### config.mk
export PLATFORM = sky130hd
export DESIGN_NAME = fifo_rd_ctrl
export DESIGN_NICKNAME = d
export VERILOG_FILES = /design/src/rtl/fifo_rd_ctrl.sv
export SDC_FILE = /design/constraint.sdc
export NUM_CORES = 1
export LEC_CHECK = 0
export CAP_MARGIN = 20
export CORE_MARGIN = 10
export CORE_UTILIZATION = 35
export DETAILED_ROUTE_END_ITERATION = 7
export PLACE_DENSITY = 0.76
export REMOVE_ABC_BUFFERS = 1
export SYNTH_ARGS = -nofsm -noshare
export SYNTH_HDL_FRONTEND = slang
export SYNTH_SLANG_ARGS = --single-unit
export TNS_END_PERCENT = 30
### constraint.sdc
create_clock -name rclk -period 2.3 [get_ports rclk]
set_clock_uncertainty 0.15 [all_clocks]
set_input_delay 0.46 -clock rclk [delete_from_list [all_inputs] [get_ports rclk]]
set_output_delay 0.46 -clock rclk [all_outputs]
set_load 0.005 [all_outputs]
### src/rtl/fifo_rd_ctrl.sv
// Read-side controller of the async FIFO: binary read pointer for the RAM,
// Gray read pointer for the write domain, and registered empty/level flags.
module fifo_rd_ctrl #(
  parameter int ADDR_WIDTH = 3,
  parameter int AEMPTY_TH  = 1
) (
  input  logic                  rclk,
  input  logic                  rrst_n,
  input  logic                  rinc,
  input  logic [ADDR_WIDTH:0]   rq2_wptr,
  output logic [ADDR_WIDTH-1:0] raddr,
  output logic [ADDR_WIDTH:0]   rptr,
  output logic                  rempty,
  output logic                  raempty,
  output logic [ADDR_WIDTH:0]   rlevel,
  output logic                  runderflow
);

  localparam int PTR_W = ADDR_WIDTH + 1;
  localparam logic [PTR_W-1:0] AE_TH = PTR_W'(AEMPTY_TH);

  logic [PTR_W-1:0] rbin_q, rbin_d;
  logic [PTR_W-1:0] rptr_q, rptr_d;
  logic [PTR_W-1:0] rlevel_q, rlevel_d;
  logic [PTR_W-1:0] wbin;
  logic             rempty_q, rempty_d;
  logic             raempty_q, raempty_d;
  logic             runderflow_q, runderflow_d;
  logic             rd_en;

  // Gray-to-binary: each bit is the XOR of all Gray bits at or above it.
  genvar gi;
  generate
    for (gi = 0; gi < PTR_W; gi++) begin : g_g2b
      assign wbin[gi] = ^(rq2_wptr >> gi);
    end
  endgenerate

  always_comb begin
    rd_en        = rinc & ~rempty_q;
    rbin_d       = rbin_q + PTR_W'(rd_en);
    rptr_d       = rbin_d ^ (rbin_d >> 1);
    rlevel_d     = wbin - rbin_d;
    rempty_d     = (rptr_d == rq2_wptr);
    raempty_d    = (rlevel_d <= AE_TH);
    runderflow_d = rinc & rempty_q;
  end

  always_ff @(posedge rclk or negedge rrst_n) begin
    if (!rrst_n) begin
      rbin_q       <= '0;
      rptr_q       <= '0;
      rlevel_q     <= '0;
      rempty_q     <= 1'b1;
      raempty_q    <= 1'b1;
      runderflow_q <= 1'b0;
    end else begin
      rbin_q       <= rbin_d;
      rptr_q       <= rptr_d;
      rlevel_q     <= rlevel_d;
      rempty_q     <= rempty_d;
      raempty_q    <= raempty_d;
      runderflow_q <= runderflow_d;
    end
  end

  assign raddr      = rbin_q[ADDR_WIDTH-1:0];
  assign rptr       = rptr_q;
  assign rempty     = rempty_q;
  assign raempty    = raempty_q;
  assign rlevel     = rlevel_q;
  assign runderflow = runderflow_q;

endmodule
==> summary.txt <==
Worst setup path
  – Critical path endpoint category: flip-flop
  – Worst reg-to-reg path cell count: 9
  – Critical Path RT: 2310 ps
  – Largest stage delay on the critical path: 550 ps
  – Kind of critical path: reg -> reg
  – Arrival time at the worst endpoint: 2390 ps
  – WP buf/inv: 1
  – Top delay family on crit path: adder cells
  – Critical Path Most Common Cell: ha_4
  – Crit start category: flip-flop
  – WP depth: 9
  – Worst-path fanout max: 3
  – CP max stage cell: dfstp_2
  – Crit-path cells: nor2b_2 > ha_2 > ha_4 > xnor2_4 > ha_4 > inv_2 > a2111o_1 > and4_4 > or2_1

Logic synthesis
  – Ys Warns: 0
  – Distinct cells, synth: 23
  – EDFF count, synth: 0
  – Post-synth ARST share: 100%
  – Cell taking the most area after synthesis: dfrtp_1
  – Avg Inst Size Synth: 12.8 µm²
  – Most instantiated library cell after synthesis: dfrtp_1
  – Mapped Cells: 57
  – Leading post-synthesis cells by cell area: dfrtp_1 41%, xnor2_1 12%, ha_1 8.5%, dfstp_2 7.2%, xnor3_4 3.6%
  – #FFs+latches synth: 14
  – Most used DFF post-synth: dfrtp_1
  – Post-synth top area share: 41.0%
  – Most common library cells after synthesis: 12 x dfrtp_1, 10 x xnor2_1, 6 x inv_1
  – Seq/Total Area, Yosys: 48.2%
  – Synthesized area: 732 µm²

Clock network
  – Clock buffer depth: 2
  – Hold Buf Count CTS: 0
  – H-tree depth: 1
  – CTS Root Cell: clkbuf_4
  – Num Clock Sinks: 14
  – CTS tree: done
  – Clock transition at path regs: 80 ps
  – CTS Buf Count: 3
  – Skew-Pair Late Insertion Delay: 280 ps

STA
  – Worst setup margin: -72.7 ps
  – Worst slew margin: 58.0%
  – Final Critical Period: 2370 ps
  – Final Hold Viols: 0
  – Final Setup Violations: 2
  – Final worst path period share: 103%
  – Max Slew Vio Count: 0
  – RSZ-0062 raised after global routing: yes
  – Hold_ws: 396 ps
  – Slew at the pin closest to its max-slew limit: 628 ps
  – Max Clock Freq: 421 MHz

Routing
  – Via-to-Cell Ratio: 4.53
  – Detailed Routing Iterations Pass 1: 5
  – Routed wire length: 1690 µm
  – Routed Antenna Nets: 0
  – DR WL/cell: 13.7 µm
  – DRC errors left: 0
  – Vias: 557
  – DR iter-0 viols: 13

GRT
  – Initial antenna violation count: 0
  – Gr usage total: 8.42%
  – Vias in the first global route: 623
  – Total congestion overflow: 0
  – First-pass GRT wire length: 2740 µm
  – Largest net degree at the start of global routing: 15

Power
  – PwrDens: 1520 mW/mm²
  – Pwr Total: 1780 µW
  – Pleak: 0.000535 µW
  – Peak VDD IR: 0.588 mV

Hold path
  – Hold Crit Class: in -> reg
  – Hold path depth: 2

Place
  – I/O Buffers: 20
  – Placed cell area: 0.00107 mm²
  – Gpl congestion: 0.757
  – Post-DP HPWL: 1310 µm
  – DP Worst Slack: -694 ps

Job
  – Max Cap Viol: 0

Cells and area
  – Area grow syn2layout: 60.0%
  – Fin nets: 109
  – FF+latch area: 353 µm²
  – Fill count: 162
  – Final Instance Area: 0.00117 mm²
  – Number of diodes: 0
  – Layout cell share with drive strength beyond 1: 36.5%
  – Multi-input logic area: 410 µm²

Die
  – Starting Density: 36.9%
  – Chip Height: 65.7 µm
  – Die area: 0.00432 mm²
  – Die W: 65.7 µm
  – CORE AREA: 0.00198 mm²
  – Ports: 21
  – Cell row count: 16

Run status
  – Violated checks: negative setup slack
  – Outcome: finished, violations left
per-layer routing:
layer  GRT usage, %  up-vias  wire length, µm
li1               -      271                -
met1           7.78      266              649
met2           14.7       18              866
met3           2.54        2              161
met4           7.22        0               12
met5              0        -                0
kinds of logic after synthesis:
family                     Yosys count  share of synthesized area [%]
and+or+nand+nor                      9                           8.89
DFF                                 14                           48.2
buffers and inverters                7                           3.76
xor gates and xnor gates            15                           22.6
adders and majority gates            5                           8.55
muxes                                1                           1.37
AOI/OAI and AO/OA                    6                           6.67
flip-flops by register name (all words and copies together) (netlist names):
signal and count:
rlevel 4, raempty 1, rptr 3, runderflow 1, rbin_q 4, rempty 1
placed cells by master (no fill, tap or decap), types with 2 or more instances in the layout:
master           Yosys  final
clkdlybuf4s50_1      0     16
dfrtp_1             12     12
xnor2_1             10      8
ha_2                 0      2
xor2_1               3      3
clkbuf_4             0      3
dlygate4sd2_1        0      4
and3_1               2      2
dfstp_2              2      2
a31oi_1              2      2
buf_4                0     16
ha_4                 0      2
inv_1                6      5
worst paths after layout:
path	endpoint	slack [ps]	from
setup reg to reg	rlevel[3]$_DFF_PN0_	-70	rempty$_DFF_PN1_
hold reg to reg	rbin_q[3]$_DFF_PN0_	400	rbin_q[3]$_DFF_PN0_
setup / recovery	rlevel[3]$_DFF_PN0_	-70	rempty$_DFF_PN1_
hold / removal	runderflow$_DFF_PN0_	400	rinc
min in group asynchronous	runderflow$_DFF_PN0_	420	rrst_n
max in group asynchronous	rlevel[2]$_DFF_PN0_	1180	rrst_n
layout make-up:
class / count / share of cell area, %
repair buffers: 36 / 26.9
flip-flops and latches: 14 / 30.1
clock buffers: 4 / 3.10
multi-input cells: 36 / 35.0
inverters: 6 / 1.92
well taps: 27 / 2.88
per-stage QoR:
step / TNS (ps) / cells / utilization, %
after floorplan: -400 / 56 / -
after detailed placement: -2220 / 117 / 53.8
after global placement: -1910 / 117 / 53.8
final: -123 / 123 / 59.1
after CTS: -151 / 123 / 57.8
after global routing: -285 / 123 / 59.1
repair_timing:
action	CTS	global route
buffers inserted	2	0
pin swaps	6	0
gates resized for setup	10	4
endpoints found under the setup margin	4	2
report_power, final:
group	switching [µW]	internal [µW]
registers	69.0	374
clock network	79.3	96.2
logic	470	695
total	619	1170
(Power assumes the default switching activity.)
==> edit 1, RTL diff (config.mk and constraints unchanged) <==
Register the output `runderflow` once more, without a reset; this adds one clock of latency there. The other outputs are not delayed to match.
--- a/src/rtl/fifo_rd_ctrl.sv
+++ b/src/rtl/fifo_rd_ctrl.sv
@@ -70,5 +70,7 @@
   assign raempty    = raempty_q;
   assign rlevel     = rlevel_q;
-  assign runderflow = runderflow_q;
+  always_ff @(posedge rclk) begin
+    runderflow <= runderflow_q;
+  end
 
 endmodule
Behaviour: not the same (a bounded check fails within 4 cycles, from zero or initial values and one cycle with rrst_n low).
==> edit 1 against the unedited design <==
- largest cell class unchanged
- the run still ends with setup timing left
- critical path type unchanged
- combinational power increased by 6%
- area after synthesis increased by 2.7%
- worst setup slack got worse by 58 ps
- sequential cell count increased by 1
- wire length decreased by 4.6%
- power increased by 3.2%
- critical endpoint unchanged
- final area increased by 2.8%
- hold slack got worse by 190 ps
==> edit 1: results <==
set metrics [dict create \
    synth.distinct_cells 24 \
    place_area_mm2 0.00109 \
    nFillCells 174 \
    track_usage 0.0798 \
    hold_class "flip-flop to flip-flop" \
    relSlewSlack 0.590 \
    clockBufferDepth 2 \
    synth_area_leaders "dfrtp_1 40%, xnor2_1 12%, ha_1 8.3%, dfstp_2 7.0%, xnor3_4 3.5%" \
    wirelength_mm 1.61 \
    outcome "finished, violations left" \
    max-vdd-ir-drop_mv 0.680 \
    ys_async_sr_fraction 0.933 \
    setup_tns_ps -216 \
    violations "setup timing" \
    hold_start "runderflow_q" \
    setup_slack_ps -131 \
    timing.rr.start "rempty" \
    yosysSeqAreaShare 0.496 \
    worstHoldEndpoint "runderflow" \
    cts_root_buffer "clkbuf_4" \
    grt_pass1_wl_mm 2.71 \
    crit_fanout 2 \
    yosysWarnings 0 \
    setup_viol 2 \
    place.detailed.hpwl_mm 1.28 \
    gp_congestion 0.777 \
    grt_pass1_vias 610 \
    drive_above_1_share 0.367 \
    drtIter0Drc 16 \
    drt-pass1-iter-count 2 \
    p_leak_nw 0.557 \
    portBuffers 20 \
    hold_ws_ps 209 \
    vias 556 \
    hold_depth 0 \
    nets 111 \
]
-- edit 1: changes by cell type after synthesis, sizes merged --
| cell | change |
|---|---|
| dfxtp | +1 |
-- edit 1: layout make-up --
cell class | count | share of cell area
multi-input combinational | 36 | 0.352
clock inverter | 1 | 0.00416
inverter | 6 | 0.0187
sequential | 15 | 0.310
timing repair buffer | 37 | 0.268
clock buffer | 3 | 0.0187
tap | 27 | 0.0281
-- edit 1: per-layer routing --
layer | routed length, um | share of wire | GRT usage | vias up
met2 | 730 | 0.45 | 0.128 | 18
met1 | 728 | 0.45 | 0.0891 | 255
met3 | 111 | 0.069 | 0.0169 | 4
li1 | - | - | - | 279
met4 | 42 | 0.026 | 0.0628 | 0
met5 | 0 | 0 | 0 | -
-- edit 1: report_power, final --
group / switching [mW] / internal, mW / leakage [nW]
logic: 0.505 / 0.732 / 0.368
registers: 0.0635 / 0.392 / 0.172
clock network: 0.0831 / 0.0645 / 0.0177
total: 0.652 / 1.19 / 0.557
-- edit 1: logic make-up after synthesis --
kind of cell | count (synthesis) | share of synthesized area
DFF | 15 | 0.496
buffers and inverters | 7 | 0.0366
adders and majority gates | 5 | 0.0832
and+or+nand+nor | 9 | 0.0865
muxes | 1 | 0.0133
AOI/OAI and AO/OA | 6 | 0.0649
xor gates and xnor gates | 15 | 0.220
-- edit 1: through the flow --
step | setup WS [ps] | cells | utilization
after floorplan | -219 | 57 | -
after global placement | -609 | 119 | 0.546
after detailed placement | -637 | 119 | 0.546
after CTS | -57.9 | 125 | 0.593
after global routing | -253 | 125 | 0.601
final | -131 | 125 | 0.601
-- edit 1: repair_timing --
action,in CTS,in global routing
setup buffers,2,0
pin swaps,8,0
setup endpoints to repair,4,2
hold buffers,0,0
gates resized for setup,14,2
cloned,0,0
-- edit 1: worst max path at each step --
stage	start	to	slack (ps)	cells past startpoint
4_1_cts	rempty	raempty	-60	9
6_report	rempty	rlevel[3]	-130	9
3_3_place_gp	rinc	rlevel[3]	-610	10
2_1_floorplan	rinc	rlevel[3]	-220	9
3_5_place_dp	rinc	rlevel[3]	-640	10
5_1_grt	rempty	rlevel[3]	-250	9
==> edit 2, RTL diff (same flow settings) <==
Without the edit above. `ADDR_WIDTH`: 3 -> 2.
--- a/src/rtl/fifo_rd_ctrl.sv
+++ b/src/rtl/fifo_rd_ctrl.sv
@@ -2,5 +2,5 @@
 // Gray read pointer for the write domain, and registered empty/level flags.
 module fifo_rd_ctrl #(
-  parameter int ADDR_WIDTH = 3,
+  parameter int ADDR_WIDTH = 2,
   parameter int AEMPTY_TH  = 1
 ) (
Ports: changed (resized raddr, rlevel, rptr and rq2_wptr); port bits go from 21 to 17. The function was not compared with the original's and may differ.
==> edit 2 against the unedited design <==
- worst setup slack improved by 140 ps
- wire length down 35%
- area after synthesis decreased by 31%
- die area down 22%
- sequential cell count fell by 3
- final area shrank 27%
- power shrank 33%
- clock power down 30%
- largest cell class is now flip-flops and latches
- highest routed layer unchanged
==> edit 2: results <==
set metrics [dict create \
    grt_max_degree 12 \
    track_usage 0.0712 \
    yosys.area_share.adder 0.0889 \
    portBuffers 16 \
    hold_class "input port to async pin" \
    vias 389 \
    antenna_found_initial 0 \
    pre_cts_ws_ps -358 \
    yosysWarnings 0 \
    instances_no_fill 85 \
    synth_area_leaders "dfrtp_1 44%, xnor2_1 12%, dfstp_2 10%, ha_1 4.9%, fa_1 4.0%" \
    synth.avg_cell_area_um2 13.0 \
    p_clk_frac 0.103 \
    outcome "finished, final reports clean" \
    worstMarginPinSlew_ps 462 \
    postCtsSetupBuffers 0 \
    synth_compound_area_frac 0.0395 \
    power_frac_seq 0.292 \
    grt_pass1_wl_mm 1.92 \
    post-route-util 0.640 \
    p_leak_nw 0.387 \
    use_met1 0.0697 \
    grt_pass1_vias 447 \
    use_met3 0.0196 \
    met2WireLength_um 594 \
    worst-endpoint-arrival_ps 2280 \
    cts_resized 9 \
    place.detailed.hpwl_um 853 \
    setup_slack_ps 63.3 \
    met2_usage 0.121 \
    gp_congestion 0.672 \
    wirelength_mm 1.10 \
    yosysSeqAreaShare 0.548 \
    nets 80 \
    wl_met3_um 78 \
    met1Wirelength_um 408 \
    synth.distinct_cells 17 \
    cts_root_buffer "clkbuf_4" \
    drive_above_1_share 0.429 \
    place_area_um2 761 \
    cpPeakStageDelay_ps 530 \
    drt-pass1-iter-count 2 \
    hold_ws_ps 370 \
    max-vdd-ir-drop_mv 0.503 \
    insertion_delay_ps 260 \
    p_switching_uw 397 \
    synth_commonest_cells "9 x dfrtp_1, 7 x xnor2_1, 3 x inv_1" \
    nFillCells 107 \
    clockBufferDepth 2 \
    synth_xor_area_frac 0.188 \
    muxShareOfSynthArea 0 \
    drtIter0Drc 1 \
    r2r_slack_ps 60 \
]
==> edit 2: changes by cell type after synthesis, moves of 2 or more <==
cell     delta
nor3b_1     +2
dfrtp_1     -3
inv_1       -3
xnor2_1     -3
a31oi_1     -2
nor2_1      +2
ha_1        -3
==> edit 2: metrics by stage <==
stage	TNS, ps	total power, mW
floorplan	-62.6	0.652
global placement	-649	0.966
detailed placement	-809	0.992
CTS	0	1.18
global route	-14.1	1.31
finish	0	1.20
==> edit 2: path summary, 6_finish.rpt <==
| check | from | endpoint | cells after the start |
|---|---|---|---|
| max | rempty | raempty | 9 |
| min | rrst_n | rptr[1] | 1 |
| max reg2reg | rempty | raempty | 9 |
| min reg2reg | rempty | runderflow | 1 |
| max in group asynchronous | rrst_n | rempty | 1 |
| min in group rclk | rempty | runderflow | 1 |
==> edit 2: cell type report <==
cell class	instances	share of cell area
multi-input combinational	24	0.311
inverter	4	0.0176
clock buffer	4	0.0308
sequential	11	0.326
tap	15	0.0220
timing repair buffer	27	0.293
